### config.mk
export PLATFORM = sky130hd
export DESIGN_NAME = hilo_result_unit
export DESIGN_NICKNAME = d
export VERILOG_FILES = /design/src/rtl/hilo_result_unit.sv
export SDC_FILE = /design/constraint.sdc
export NUM_CORES = 1
export LEC_CHECK = 0
export ABC_CLOCK_PERIOD_IN_PS = 2600
export CAP_MARGIN = 5
export CORE_ASPECT_RATIO = 1.25
export CORE_MARGIN = 2
export CORE_UTILIZATION = 39
export CTS_CLUSTER_DIAMETER = 80
export CTS_CLUSTER_SIZE = 8
export DETAILED_ROUTE_END_ITERATION = 8
export PLACE_DENSITY = 0.77
export SKIP_CTS_REPAIR_TIMING = 1
export SYNTH_ARGS = -nofsm -noshare
export SYNTH_HDL_FRONTEND = slang
export SYNTH_SLANG_ARGS = --single-unit
### constraint.sdc
create_clock -name clk -period 2.6 [get_ports clk]
set_input_delay 0.52 -clock clk [delete_from_list [all_inputs] [get_ports clk]]
set_output_delay 0.52 -clock clk [all_outputs]
set_load 0.05 [all_outputs]
### src/rtl/hilo_result_unit.sv
// hilo_result_unit: HI/LO result bank capturing one in-flight long-latency op, with MTHI/MTLO, busy stall and sticky error.
module hilo_result_unit #(
  parameter int DATA_W  = 32,
  parameter int N_SRC   = 2,
  parameter int SRC_W   = N_SRC > 1 ? $clog2(N_SRC) : 1,
  parameter int TIMEOUT = 64
) (
  input  logic                    clk,
  input  logic                    reset,
  input  logic                    start,
  input  logic [SRC_W-1:0]        start_src,
  input  logic [N_SRC-1:0]        src_done,
  input  logic [N_SRC*DATA_W-1:0] src_hi,
  input  logic [N_SRC*DATA_W-1:0] src_lo,
  input  logic [N_SRC-1:0]        src_err,
  input  logic                    mthi_we,
  input  logic                    mtlo_we,
  input  logic [DATA_W-1:0]       wdata,
  output logic [DATA_W-1:0]       hi_out,
  output logic [DATA_W-1:0]       lo_out,
  output logic                    busy,
  output logic                    err,
  output logic [SRC_W-1:0]        last_src
);
  localparam int CNT_W = TIMEOUT > 0 ? $clog2(TIMEOUT + 1) : 1;
  localparam logic [0:0] IDLE = 1'b0;
  localparam logic [0:0] BUSY = 1'b1;

  logic [0:0]        state_q, state_d;
  logic [SRC_W-1:0]  pend_q, pend_d, last_q, last_d;
  logic [DATA_W-1:0] hi_q, hi_d, lo_q, lo_d;
  logic              err_q, err_d;
  logic [CNT_W-1:0]  cnt_q, cnt_d;
  logic [DATA_W-1:0] hi_a [N_SRC];
  logic [DATA_W-1:0] lo_a [N_SRC];
  logic              src_ok, done_p, to_hit;

  for (genvar i = 0; i < N_SRC; i++) begin : g_unpack
    assign hi_a[i] = src_hi[i*DATA_W +: DATA_W];
    assign lo_a[i] = src_lo[i*DATA_W +: DATA_W];
  end

  assign src_ok = {1'b0, start_src} < (SRC_W+1)'(N_SRC);
  assign done_p = src_done[pend_q];
  // Counter holds TIMEOUT-1 on the last allowed BUSY cycle; abort lands on edge entry+TIMEOUT.
  assign to_hit = TIMEOUT != 0 && cnt_q == CNT_W'(TIMEOUT - 1);

  always_comb begin
    state_d = state_q;
    pend_d  = pend_q;
    last_d  = last_q;
    hi_d    = hi_q;
    lo_d    = lo_q;
    err_d   = err_q;
    cnt_d   = cnt_q;
    if (state_q == IDLE) begin
      hi_d = mthi_we ? wdata : hi_q;
      lo_d = mtlo_we ? wdata : lo_q;
      if (start && src_ok) begin
        state_d = BUSY;
        pend_d  = start_src;
        err_d   = 1'b0;
        cnt_d   = '0;
      end
    end else begin
      cnt_d = cnt_q == '1 ? cnt_q : cnt_q + CNT_W'(1);
      if (done_p) begin
        hi_d    = hi_a[pend_q];
        lo_d    = lo_a[pend_q];
        err_d   = src_err[pend_q];
        last_d  = pend_q;
        state_d = IDLE;
      end else if (to_hit) begin
        state_d = IDLE;
        err_d   = 1'b1;
      end
    end
  end

  always_ff @(posedge clk) begin
    if (reset) begin
      state_q <= IDLE;
      pend_q  <= '0;
      last_q  <= '0;
      hi_q    <= '0;
      lo_q    <= '0;
      err_q   <= 1'b0;
      cnt_q   <= '0;
    end else begin
      state_q <= state_d;
      pend_q  <= pend_d;
      last_q  <= last_d;
      hi_q    <= hi_d;
      lo_q    <= lo_d;
      err_q   <= err_d;
      cnt_q   <= cnt_d;
    end
  end

  assign hi_out   = hi_q;
  assign lo_out   = lo_q;
  assign busy     = state_q == BUSY;
  assign err      = err_q;
  assign last_src = last_q;
endmodule

-- Word level (Yosys, flattened, before mapping)
Cells that the tools add are included.
- eq/ne operators: 5
- bitwise logic cells: 2
- $lt $le $gt $ge: 2
- reduce and logical (&&, ||, !) cells: 9
- mux-type cells: 27
- $add $sub $neg: 1
- operators by type and width (kind ; number):
    $mux 32 ; 12
    $mux 7 ; 3
    $mux 1 ; 12
    $reduce_and 2->1 ; 6
    $add 7x1->7 const B ; 1
    $eq 7x6->1 const B ; 1
    $eq 7x7->1 const B ; 1
    $reduce_bool 2->1 ; 3
    $ne 3x1->1 const B ; 1
    $ge 2x2->1 const B ; 1
    $lt 1x2->1 const B ; 1
    $ne 2x1->1 const B ; 1
    $ne 2x2->1 const B ; 1
    $not 1->2 ; 1
    $not 1->1 ; 1
- output and inout bits: 67
- input port bits: 170
- word-level logic and storage cells: 53
- register bits after elaboration: 75

-- Logic depth before layout (Yosys ltp)
- depth in word-level cells: 6
- gate-level depth with buffers: 6
- depth with buffers taken out: 4

-- Least setup slack after synthesis
OpenSTA, ideal clock, no wires.
- kind: register to register
- start: register state_q (netlist: busy)
- end: register hi_q[12] (netlist: hi_out[12])
- library setup time: 0.121 ns
- path buffers: 3
- clock period less this slack: 1.812 ns
- stages on the path, launching flop included: 6
- arrival time: 1.691 ns
- setup slack: 0.788 ns
- data required time: 2.479 ns
- cells stage by stage: dfxtp_1 > buf_4 > buf_2 > buf_1 > a211oi_1 > mux2_2
- cells in the longest elaborated chain, start to end: 2
- elaborated cells on any way between the ends: 4
- those cells by class: eq/ne: 1; mux: 1; reduce/logical: 2
- RTL lines (what ; line ; source):
    from (decl) ; 29 ; logic [0:0] state_q, state_d;
    from (signal assigned) ; 90 ; state_q <= state_d;
    $ne 2x1->1 (no line) / $reduce_bool 2->1 (equally long branches) ; - ;
    $reduce_and 2->1 (no line) ; - ;
    to (signal assigned) ; 93 ; hi_q <= hi_d;
    to (decl) ; 31 ; logic [DATA_W-1:0] hi_q, hi_d, lo_q, lo_d;
Parallel ways exist; a longest one is shown, timed or not.
A chain may end at the register's enable or synchronous reset.

-- Final worst setup path
- start: register hi_q[12] (netlist: hi_out[12])
- end: output port hi_out[12]
- RTL lines (what ; line ; source):
    to (decl) ; 19 ; output logic [DATA_W-1:0] hi_out,
No word-level cell between the ends.

==> impl_results.md <==
- CTS H-tree depth: 3
- CTS tree: done
- IO Pins: 237
- Worst hold path type: reg2reg
- Chip Height: 123 um
- Worst Setup End Kind: output port
- Initial core utilization: 40.0%
- Power Dens Cells: 543 nW/um^2
- Port bufs: 236
- Sequential share of the synthesized area: 33.7%
- Tmin final: 2.03 ns
- HP Start: cnt_q[1]
- Die area: 12300 um^2
- Largest net degree at the start of global routing: 54
- Worst Tran Pin Value: 0.554 ns
- Primary FF master, synth: dfxtp_1
- Fmax: 0.493 GHz
- CP max stage cell: clkdlybuf4s50_1
- EDFF count, synth: 0
- Synth Register Bits: 75
- Share of layout cells above drive strength 1: 13.9%
- Required @ worst endpoint: 2.08 ns
- Max clock buf depth: 2
- Gr ovfl total: 0
- DRC viols: 0
- CP Cell Sequence: clkdlybuf4s50_1
- Iteration-0 DRC Markers: 76
- First-pass GRT wire length: 20.4 mm
- CP Buf/Inv Count: 1
- Synthesized instance count: 459
- VDD IR-drop max: 0.304 mV
- CP Launch Point: hi_out[12]
- R2r startpoint: pend_q
- WL/cell: 16.1 um
- GRT Overall Usage: 20.8%
- Core area: 11100 um^2
- DIE WIDTH: 99.6 um
- CP Class: reg2out
- CP arrival: 1.51 ns
- Nature of the critical path startpoint: flip-flop
- Unrepaired setup endpoints after global routing: no
- Leakage dissipation: 2.64 nW
- Clock sink total: 75
- Leading area contributor after synthesis: dfxtp_1
- Num CTS Buffers: 9
- Clk slew on worst S/H paths: 0.06 ns
- Root Buffer: clkbuf_16
- Syn Area/Cell: 9.70 um^2
- Non-Filler Instances: 812
- Max Cap Viol: 0
- Routed Antenna Nets: 0
- Top cells by area, synth: dfxtp_1 (34%), mux2_2 (16%), mux2i_1 (15%)
- Setup TNS: 0 ns
- Final hold vios: 0
- Max incr delay on CP: 0.82 ns
- Final worst-path cycle share: 78.0%
- Worst-Skew Late Latency: 0.33 ns
- Placer Congestion: 0.810
- Number of global-route vias before repair: 4297
- Syn nets: 630
- CP Max Fanout: 2
- Fin. max-slew vios: 0
- Ys async rst share: 0%
- Num rows: 43
- Status: finished, final reports clean
- Count leader, synth: dfxtp_1
- YS warnings: 0
- Distinct cells, synth: 32
- First-pass DRT Iterations: 4
- Hpwl dp: 10.1 mm
- Final core utilization: 64.3%
- Dpl cells: 796
- Setup violators final: 0
- Drt total wl: 13.1 mm
- Area Growth Syn to Fin: 60.7%
- Share of the synthesized area in the top cell type: 33.7%
- Synthesized area: 4450 um^2
- Via count: 4187
- Avg Vias per Cell: 5.16
- Diode count: 0
- Layout Skew: 0.00498 ns
- Largest delay contributor family on the critical path: buffers and inverters
- Nets: 843
- Max_slew headroom: 62.9%
- Synth cell count leaders: dfxtp_1 (75), a211oi_1 (66), mux2i_1 (66), nor2b_1 (66), mux2_2 (64)
- Tot Pwr: 3.88 mW
- Initial antenna violation count: 0
-- cell type report --
type / instances / area [um^2]
inverter: 2 / 7.51
multi-input combinational: 339 / 2700
fill: 947 / 3980
clock inverter: 7 / 58.8
timing repair buffer: 245 / 2490
tap: 135 / 169
sequential: 75 / 1510
clock buffer: 9 / 225
-- power by group --
group	total, mW	switching (mW)	internal, mW
Sequential	1.33	0.0663	1.26
Clock	1.19	0.456	0.729
Combinational	1.37	0.714	0.657
-- path summary, 6_finish.rpt --
path | end | slack, ns | cells after the start
setup / recovery | hi_out[12] | 0.57 | 1
setup reg to reg | lo_out[8] | 0.76 | 4
hold reg to reg | cnt_q[1] | 0.49 | 2
hold / removal | cnt_q[1] | 0.49 | 2
-- cells in the final DEF (no fill, tap or decap), drive strengths merged --
cell,count
clkinv,5
inv,2
clkbuf,9
clkdlybuf4s50,234
a22oi,1
or3b,1
a41oi,3
nand3b,2
dfxtp,75
a31o,1
nand2,5
nand2b,2
a31oi,3
nor2b,66
nor2,38
buf,11
a21oi,2
nand3,1
a21o,3
a32o,1
a211oi,66
clkinvlp,1
bufinv,1
and2,1
o2bb2ai,2
o211ai,2
mux2,64
ha,1
and3,5
nor3,1
nand4,2
mux2i,66
-- logic make-up (layout without fill, tap and decap cells) --
group                    Yosys count  in the layout  share of synthesized area, %
buffers and inverters             45            263                          5.68
multiplexers                     130            130                          31.0
adder cells (fa/ha/maj)            1              1                         0.281
AND/OR/NAND/NOR                  124            124                          15.1
AO/OA/AOI/OAI                     84             84                          14.2
flip-flops                        75             75                          33.7
-- per-stage QoR --
stage | hold slack, ns | worst slack (ns) | area (um^2)
3_5_place_dp | 0.480 | 0.396 | 6870
6_report | 0.487 | 0.572 | 7160
5_1_grt | 0.537 | 0.525 | 7160
2_1_floorplan | 0.455 | 0.788 | 4450
4_1_cts | 0.486 | 0.556 | 7160
3_3_place_gp | 0.469 | 0.475 | 6870
-- state kept, by name, indices dropped and copies added (netlist names) --
| name | count |
|---|---|
| busy | 1 |
| cnt_q | 7 |
| last_src | 1 |
| pend_q | 1 |
| hi_out | 32 |
| lo_out | 32 |
| err | 1 |
-- per-layer routing --
metal,up-vias,global-route usage (%),share of wire [%]
met5,-,0,0
met4,0,7.62,1.6
met3,17,4.80,6.1
met2,138,40.4,55
met1,1935,21.6,37
li1,2097,-,-
Note: power is estimated with default switching activity, not from simulation.
